<file path="src/rtl/dmem_arb_pkg.sv">
// Shared types and constants for the two-port data-memory arbiter.
package dmem_arb_pkg;

    localparam int unsigned DMEM_DEPTH_WORDS = 512;

    typedef enum logic [1:0] {IDLE, ACCESS, RESP} arb_state_t;

    typedef struct packed {
        logic [31:0] addr;
        logic        we;
        logic [3:0]  be;
        logic [31:0] wdata;
    } mem_req_t;

endpackage

</file>
<file path="src/rtl/be_merge.sv">
// Byte-lane merge: each lane takes the new word where its enable is set, else the old word.
module be_merge (
    input  logic [31:0] old_word_i,
    input  logic [31:0] new_word_i,
    input  logic [3:0]  be_i,
    output logic [31:0] merged_o
);

    always_comb begin
        merged_o = old_word_i;
        for (int i = 0; i < 4; i++) begin
            if (be_i[i]) begin
                merged_o[8*i +: 8] = new_word_i[8*i +: 8];
            end
        end
    end

endmodule

</file>
<file path="src/rtl/dmem_arbiter.sv">
// Two-port arbiter/sequencer (IDLE -> ACCESS -> RESP) with byte-enable RMW on a word-write memory.
// Optional: define DMEM_ARB_RANGE_CHK_EN to reject addresses beyond the memory with rsp_err.
module dmem_arbiter
    import dmem_arb_pkg::*;
#(
    parameter int unsigned DEPTH_WORDS = DMEM_DEPTH_WORDS
) (
    input  logic        clk,
    input  logic        rst,

    input  logic        m0_req_valid,
    output logic        m0_req_ready,
    input  logic [31:0] m0_req_addr,
    input  logic        m0_req_we,
    input  logic [3:0]  m0_req_be,
    input  logic [31:0] m0_req_wdata,
    output logic        m0_rsp_valid,
    output logic [31:0] m0_rsp_rdata,
    output logic        m0_rsp_err,

    input  logic        m1_req_valid,
    output logic        m1_req_ready,
    input  logic [31:0] m1_req_addr,
    input  logic        m1_req_we,
    input  logic [3:0]  m1_req_be,
    input  logic [31:0] m1_req_wdata,
    output logic        m1_rsp_valid,
    output logic [31:0] m1_rsp_rdata,
    output logic        m1_rsp_err,

    output logic [31:0] mem_addr,
    output logic [31:0] mem_data_in,
    output logic        mem_w_en,
    output logic        mem_read_en,
    input  logic [31:0] mem_data_out
);

    localparam int unsigned IDX_W = $clog2(DEPTH_WORDS);

    arb_state_t  state_q, state_d;
    mem_req_t    req_q, req_d;
    logic        gnt_q, gnt_d;
    logic        last_grant_q, last_grant_d;
    logic        m0_rsp_valid_q, m0_rsp_valid_d, m1_rsp_valid_q, m1_rsp_valid_d;
    logic [31:0] m0_rsp_rdata_q, m0_rsp_rdata_d, m1_rsp_rdata_q, m1_rsp_rdata_d;
    logic        m0_rsp_err_q, m0_rsp_err_d, m1_rsp_err_q, m1_rsp_err_d;

    logic        grant;
    logic        in_idle;
    logic        in_access;
    logic        out_of_range;
    logic [31:0] merged_word;
    logic [31:0] rsp_word;
    logic        unused_addr;

`ifdef DMEM_ARB_RANGE_CHK_EN
    assign out_of_range = |req_q.addr[31:IDX_W+2];
    assign unused_addr  = ^req_q.addr[1:0];
`else
    assign out_of_range = 1'b0;
    assign unused_addr  = ^{req_q.addr[31:IDX_W+2], req_q.addr[1:0]};
`endif

    // On a tie the requester that did not win last time gets the grant.
    assign grant        = m1_req_valid && (!m0_req_valid || !last_grant_q);
    assign in_idle      = (state_q == IDLE) && !rst;
    assign in_access    = (state_q == ACCESS);
    assign m0_req_ready = in_idle && m0_req_valid && !grant;
    assign m1_req_ready = in_idle && m1_req_valid && grant;

    be_merge u_be_merge (
        .old_word_i (mem_data_out),
        .new_word_i (req_q.wdata),
        .be_i       (req_q.be),
        .merged_o   (merged_word)
    );

    assign mem_addr    = in_access ? {{(32 - IDX_W){1'b0}}, req_q.addr[IDX_W+1:2]} : 32'h0;
    assign mem_data_in = in_access ? merged_word : 32'h0;
    assign mem_read_en = in_access && !out_of_range;
    // Gating with rst keeps a write from landing in the cycle reset arrives.
    assign mem_w_en    = in_access && req_q.we && (|req_q.be) && !out_of_range && !rst;
    assign rsp_word    = (req_q.we || out_of_range) ? 32'h0 : mem_data_out;

    always_comb begin
        state_d        = state_q;
        req_d          = req_q;
        gnt_d          = gnt_q;
        last_grant_d   = last_grant_q;
        m0_rsp_valid_d = 1'b0;
        m1_rsp_valid_d = 1'b0;
        m0_rsp_rdata_d = m0_rsp_rdata_q;
        m1_rsp_rdata_d = m1_rsp_rdata_q;
        m0_rsp_err_d   = m0_rsp_err_q;
        m1_rsp_err_d   = m1_rsp_err_q;
        unique case (state_q)
            IDLE: begin
                if (m0_req_ready || m1_req_ready) begin
                    req_d.addr   = grant ? m1_req_addr  : m0_req_addr;
                    req_d.we     = grant ? m1_req_we    : m0_req_we;
                    req_d.be     = grant ? m1_req_be    : m0_req_be;
                    req_d.wdata  = grant ? m1_req_wdata : m0_req_wdata;
                    gnt_d        = grant;
                    last_grant_d = grant;
                    state_d      = ACCESS;
                end
            end
            ACCESS: begin
                if (gnt_q) begin
                    m1_rsp_valid_d = 1'b1;
                    m1_rsp_rdata_d = rsp_word;
                    m1_rsp_err_d   = out_of_range;
                end else begin
                    m0_rsp_valid_d = 1'b1;
                    m0_rsp_rdata_d = rsp_word;
                    m0_rsp_err_d   = out_of_range;
                end
                state_d = RESP;
            end
            RESP:    state_d = IDLE;
            default: state_d = IDLE;
        endcase
    end

    always_ff @(posedge clk) begin
        if (rst) begin
            state_q        <= IDLE;
            req_q          <= '0;
            gnt_q          <= 1'b0;
            last_grant_q   <= 1'b1;
            m0_rsp_valid_q <= 1'b0;
            m1_rsp_valid_q <= 1'b0;
            m0_rsp_rdata_q <= 32'h0;
            m1_rsp_rdata_q <= 32'h0;
            m0_rsp_err_q   <= 1'b0;
            m1_rsp_err_q   <= 1'b0;
        end else begin
            state_q        <= state_d;
            req_q          <= req_d;
            gnt_q          <= gnt_d;
            last_grant_q   <= last_grant_d;
            m0_rsp_valid_q <= m0_rsp_valid_d;
            m1_rsp_valid_q <= m1_rsp_valid_d;
            m0_rsp_rdata_q <= m0_rsp_rdata_d;
            m1_rsp_rdata_q <= m1_rsp_rdata_d;
            m0_rsp_err_q   <= m0_rsp_err_d;
            m1_rsp_err_q   <= m1_rsp_err_d;
        end
    end

    assign m0_rsp_valid = m0_rsp_valid_q;
    assign m1_rsp_valid = m1_rsp_valid_q;
    assign m0_rsp_rdata = m0_rsp_rdata_q;
    assign m1_rsp_rdata = m1_rsp_rdata_q;
    assign m0_rsp_err   = m0_rsp_err_q;
    assign m1_rsp_err   = m1_rsp_err_q;

endmodule

</file>
<file path="config.mk">
export PLATFORM = sky130hd
export DESIGN_NAME = dmem_arbiter
export DESIGN_NICKNAME = d
export VERILOG_FILES = /design/src/rtl/dmem_arb_pkg.sv /design/src/rtl/be_merge.sv /design/src/rtl/dmem_arbiter.sv
export SDC_FILE = /design/constraint.sdc
export NUM_CORES = 1
export LEC_CHECK = 0
export ABC_AREA = 0
export CAP_MARGIN = 0
export CORE_AREA = 8 8 116 118
export DETAILED_ROUTE_END_ITERATION = 12
export DIE_AREA = 0 0 124 126
export DONT_BUFFER_PORTS = 1
export HOLD_SLACK_MARGIN = 0.06
export PLACE_DENSITY_LB_ADDON = 0.08
export SETUP_SLACK_MARGIN = 0.02
export SYNTH_ARGS = -nofsm -noshare
export SYNTH_HDL_FRONTEND = slang
export SYNTH_SLANG_ARGS = --single-unit
</file>
<file path="constraint.sdc">
create_clock -name clk -period 1.8 [get_ports clk]
set_input_delay 0.27 -clock clk [delete_from_list [all_inputs] [get_ports clk]]
set_output_delay 0.27 -clock clk [all_outputs]
set_load 0.1 [all_outputs]
</file>
==> results of run 1 <==
-- worst register-to-register path, delay by kind of cell, from the launching register on --
kind                   cells  cell delay [ps]
AO/OA/AOI/OAI              1              160
buffers and inverters      3              860
AND/OR/NAND/NOR            2              390
flip-flops                 1              320
-- cells in the mapped netlist, drive strengths merged --
library cell,number
nand2,131
clkbuf,21
a221o,1
a21oi,65
and3b,1
conb,1
nand2b,47
and3,1
mux2i,124
inv,1
and2,10
or4,1
dfxtp,116
nor2,38
and2b,1
or3b,1
o41ai,1
buf,53
nor3,1
nand3b,1
a21boi,1
nor3b,1
nor2b,33
-- layout make-up --
cell class	instances	area, um^2	area share [%]
tap	147	183.9	1.941
timing repair buffer	245	2785	29.39
multi-input combinational	484	3522	37.17
clock buffer	21	470.5	4.965
clock inverter	10	177.7	1.875
sequential	116	2330	24.59
inverter	1	6.256	0.06602
-- path summary, 6_finish.rpt --
check / start / depth (start not counted) / slack (ps) / to
worst max-delay path: req_q[35] / 3 / -40 / mem_w_en
worst min-delay path: m0_req_wdata[10] / 2 / 70 / req_q[10]
worst max register to register: state_q[1] / 6 / 10 / m1_rsp_rdata[4]
worst min register to register: m0_rsp_rdata[12] / 2 / 450 / m0_rsp_rdata[12]
-- metrics by stage --
| stage | hold WS [ps] | total power [mW] | util, % | cell area (um^2) | setup TNS [ps] |
|---|---|---|---|---|---|
| after floorplan | 447.9 | 4.866 | - | 5931 | -7064 |
| after global placement | 350.1 | 5.329 | 60.69 | 7108 | 0 |
| after detailed placement | 354.4 | 5.364 | 60.69 | 7108 | 0 |
| after CTS | -86.51 | 9.327 | 77.00 | 9017 | -239.2 |
| after global routing | 62.57 | 9.820 | 80.91 | 9475 | -755.1 |
| final | 71.53 | 9.548 | 80.91 | 9475 | -49.87 |
-- state kept, by name (all words and copies together), names as in the netlist --
register and count:
last_grant_q 1, m0_rsp_valid 1, state_q 2, gnt_q 1, m1_rsp_rdata 32, req_q 46
m0_rsp_rdata 32, m1_rsp_valid 1
-- cell families (layout without fill, tap and decap cells) --
family | count (synthesis) | in the layout | share of synthesized area [%]
AOI/OAI and AO/OA | 68 | 68 | 6.280
buffers and inverters | 75 | 277 | 8.293
DFF | 116 | 116 | 41.04
muxes | 124 | 124 | 21.94
other | 1 | 25 | 0.06628
and+or+nand+nor | 267 | 267 | 22.38
-- per-layer routing --
| layer | global-route usage (%) | part of all wire [%] | vias up |
|---|---|---|---|
| met5 | 0 | 0 | - |
| met4 | 9.454 | 2.1 | 0 |
| met3 | 9.160 | 10 | 31 |
| met2 | 42.96 | 52 | 242 |
| met1 | 26.53 | 36 | 2534 |
| li1 | - | - | 2532 |
-- cell usage in the layout, fill, tap and decap left out, types with 5 or more instances in the layout --
cell	count
a21oi_1	54
a21oi_2	11
and2_4	9
buf_12	44
buf_4	79
buf_6	8
bufinv_16	5
clkbuf_16	19
conb_1	25
dfxtp_1	112
dlygate4sd3_1	101
dlymetal6s4s_1	9
mux2i_1	99
mux2i_2	10
mux2i_4	15
nand2_1	129
nand2b_1	46
nor2_4	30
nor2b_1	33
-- power by group --
part	leakage, nW	switching [mW]	internal (mW)
clock network	0.319	1.19	2.55
registers	0.951	0.143	2.77
logic	2.57	1.89	1.01
-- repair_timing --
item | 4_1_cts | 5_1_grt
setup endpoints to repair | 45 | 72
pin swaps | 3 | 11
gates resized for setup | 26 | 83
buffers inserted | 1 | 4
cloned | 1 | 4
hold endpoints to repair | 111 | 42
hold buffers | 112 | 3
==> out/metrics.cfg, run 1 <==
[cells_and_area]
final_nets = 1039
area_growth_pct = 67.47
post_layout_instance_count_excluding_filler_cells = 1024
fillers = 682
drive_gt1_share_pct = 29.53
n_antenna_cell = 0

[clocking]
h_tree_depth = 4
clk_transition_reported_paths_ps = 60
cts-buffers-inserted = 17
cts-root-buf = clkbuf_16
tritoncts = yes
cts_max_path_buffers = 2
clock_sinks = 116
clock_latency_ps = 420

[logic_synthesis]
synthesis.instances = 651
synth.area.top_cells = dfxtp_1, mux2i_1, nand2_1
netlist-cell-type-count = 26
yosysTopAreaCellShare_pct = 41.04
netlist_area_um2 = 5658
synth_seq_cells = 116
post_synth.cell_area_avg_um2 = 8.691
yosysTopAreaCell = dfxtp_1
synthesis.yosys.warnings = 0
yosysSeqAreaShare_pct = 41.04

[timing]
max_freq_ghz = 0.5429
final.period_utilization_pct = 102.3
setup-violations-final = 2
finalClockSkew_ps = 8.136
final_critical_path_setup_slack_ps = -41.92
rsz0062_at_grt = true
final_max_slew_viol_count = 0
report.final.hold_viol_count = 0
finalCriticalPeriod_ps = 1842

[run]
max-cap-violations = 0

[placement]
gpl.final_weighted_congestion = 0.8312
detailedPlace.worstSlack_ps = 180.9
dp_hpwl_um = 12540
placed_cells_incl_taps = 872
buffer_ports.inserted = 0

[power]
pwr_cell_area_nw_per_um2 = 1008
vdd_drop_max_mv = 0.7853
p_leak_nw = 3.836

[die]
io_pins = 310
floorplan.die.height_um = 126
dieWidth_um = 124
initial_utilization_pct = 48.31
area_of_the_core_region_um2 = 11710
core.rowCount = 40
die-area_um2 = 15620

[grt]
first_global_vias = 5534
antenna_found_initial = 0
global_route.overflow_total = 0
grt_pass1_wl_um = 30060
largest_net_degree_at_the_start_of_global_routing = 118
grtUsageTotal_pct = 24.77

[drt]
route.vias.total = 5339
drt_iter0_drc = 327
detail_route.wl_per_cell_um = 20.29
detail_route.first_pass.iterations = 5
detail_route.wirelength_um = 20770
drt-vias-per-instance = 5.214
antenna_violating_nets_post_route = 0
post-route-drc-count = 0

[setup_path]
critPathTopFamily = simple AND/OR/NAND/NOR gates
path_cells = or4_1, and3_4, buf_12
worst-setup-path-type = reg -> out
crit_buf_inv = 1
max_stage_delay_ps = 520
setup.worst_path.end_class = primary output
critPathRequiredTime_ps = 1530
critical-path-slowest-cell = or4_1
crit_path_max_fanout = 2
timing.critical_path.from_type = flop
worst-endpoint-arrival_ps = 1570

[outcome]
status = finished with violations
failing_checks = negative setup slack

[min_path]
min-delay-path-class = in -> reg

Power figures use the tool's default switching activity.
==> run 2: changes to the inputs <==
CAP_MARGIN = 30   (was 0)
GPL_ROUTABILITY_DRIVEN = 1   (was unset)
==> results of run 2 <==
Final layout, timing and power as in run 1 (identical DEF).
==> run 3: changes to the inputs <==
--- a/config.mk
+++ b/config.mk
@@ -14,2 +14,3 @@
 export GPL_ROUTABILITY_DRIVEN = 1
+export GPL_TIMING_DRIVEN = 0
 export HOLD_SLACK_MARGIN = 0.06
--- a/constraint.sdc
+++ b/constraint.sdc
@@ -3,2 +3,2 @@
 set_output_delay 0.27 -clock clk [all_outputs]
-set_load 0.1 [all_outputs]
+set_load 0.02 [all_outputs]
==> run 3 against run 2 <==
  * The flow now finishes without violations
  * Register-to-register slack better by 100 ps
  * Die area unchanged
  * Sequential power up 3%
  * Hold slack worse by 0.99 ps
  * Critical path depth down 1
  * Final cell count down 16%
  * Critical endpoint unchanged
==> out/metrics.cfg, run 3 (synthesized netlist as in run 1, its figures left out) <==
[grt]
grtUsageTotal_pct = 21.31
global_route.overflow_total = 0
grt_pass1_wl_um = 25460
first_global_vias = 4503
antenna_found_initial = 0
largest_net_degree_at_the_start_of_global_routing = 20

[clocking]
clock_latency_ps = 410
cts_max_path_buffers = 2
clock_sinks = 116
clk_transition_reported_paths_ps = 60
cts-buffers-inserted = 17
tritoncts = yes
h_tree_depth = 4
cts-root-buf = clkbuf_16

[setup_path]
worst-setup-path-type = reg -> out
worst_r2r_endpoint = req_q[45]
worst-endpoint-arrival_ps = 1480
setup.reg_to_reg.worst_slack_ps = 110
r2r_start = last_grant_q
setup.worst_path.end_class = primary output
timing.critical_path.from_type = flop
crit_path_max_fanout = 4
worst_r2r_path_depth = 5
critPathRequiredTime_ps = 1530

[power]
pwr_cell_area_nw_per_um2 = 1061
p_leak_nw = 2.688
report.power.total_mw = 7.413
vdd_drop_max_mv = 0.5741

[timing]
max_freq_ghz = 0.5705
final_max_slew_viol_count = 0
final.setup.tns_ps = 0
worst_slew_margin_rel_pct = 64.52
setup-violations-final = 0
finalClockSkew_ps = 8.104
rsz0062_at_grt = true
report.final.hold_viol_count = 0
finalCriticalPeriod_ps = 1753
slew_at_the_pin_with_the_worst_max_slew_slack_ps = 532.2
final.period_utilization_pct = 97.37

[cells_and_area]
area_occupied_by_multi_input_gates_um2 = 3228
post_layout_instance_count_excluding_filler_cells = 864
drive_gt1_share_pct = 20.64
sequential_cell_area_um2 = 2335
final_nets = 878
most-common-layout-cells = nand2_1, mux2i_1, dfxtp_1
fillers = 1082
max_flop_register = req_q
n_antenna_cell = 0
layout_commonest_cell = nand2_1
largest_register_ffs = 46
area_growth_pct = 23.49

[drt]
detail_route.first_pass.iterations = 5
route.vias.total = 4482
drt_iter0_drc = 237
detail_route.wirelength_um = 17320
drt-vias-per-instance = 5.188
detail_route.wl_per_cell_um = 20.05
antenna_violating_nets_post_route = 0
post-route-drc-count = 0

[die]
area_of_the_core_region_um2 = 11710
die-area_um2 = 15620
io_pins = 310
dieWidth_um = 124
floorplan.die.height_um = 126
initial_utilization_pct = 48.31
core.rowCount = 40

[placement]
buffer_ports.inserted = 0
dp_hpwl_um = 13590
gpl.final_weighted_congestion = 0.8417
placed_cells_incl_taps = 822

[min_path]
worst_hold_startpoint = m1_req_wdata[16]
min-delay-path-class = in -> reg
hold-path-endpoint = req_q[16]
min_delay_path_depth = 2

[run]
max-cap-violations = 0

[outcome]
status = complete, no violations

## run 3: cell type report
type	instances	share of cell area, %
multi-input cells	484	46.20
flip-flops and latches	116	33.42
plain buffers	69	7.593
clock buffers	23	6.841
well taps	147	2.633
repair buffers	15	2.095
clock inverters	9	1.128
inverters	1	0.08954
## run 3: where the power goes
| part | leakage (nW) | internal (mW) | switching, mW |
|---|---|---|---|
| Clock | 0.273 | 1.99 | 1.15 |
| Combinational | 1.46 | 0.537 | 0.744 |
| Sequential | 0.952 | 2.77 | 0.223 |
## run 3: how the worst max path moves through the flow
stage               startpoint               to  slack, ps  cells past startpoint
global placement    state_q[1]  mem_data_in[10]         60                      4
floorplan            req_q[33]         mem_w_en        280                      3
global route         req_q[32]         mem_w_en       0.08                      2
detailed placement  state_q[1]  mem_data_in[10]         40                      4
finish               req_q[32]         mem_w_en         50                      2
CTS                  req_q[32]         mem_w_en        -20                      3
## run 3: repair_timing
action | CTS | global route
resized for setup | 102 | 10
setup buffers | 3 | 4
hold endpoints to repair | 5 | 0
setup endpoints to repair | 44 | 43
hold buffers | 7 | 0
pin swaps | 28 | 5
gates cloned | 0 | 1
## run 3: critical path, stage by stage (launching register included)
cell and delay, ps:
dfxtp_2 340, or4_4 520, and3_4 220
## run 3: per-stage QoR
stage / instance area, um^2 / hold WS (ps) / worst slack, ps / util (%)
after CTS: 6925 / 61.29 / -18.54 / 59.13
after global routing: 6987 / 67.70 / 0.08293 / 59.66
final: 6987 / 70.54 / 47.30 / 59.66
after detailed placement: 5932 / 458.8 / 35.19 / 50.65
after global placement: 5932 / 454.2 / 64.57 / 50.65
after floorplan: 5748 / 444.1 / 278.3 / -
## run 3: per-layer routing
metal / share of wire (%) / global-route usage (%) / up-vias
li1: - / - / 2200
met3: 9.7 / 7.194 / 21
met1: 39 / 23.99 / 2060
met4: 1.4 / 7.633 / 0
met5: 0 / 0 / -
met2: 50 / 36.31 / 201
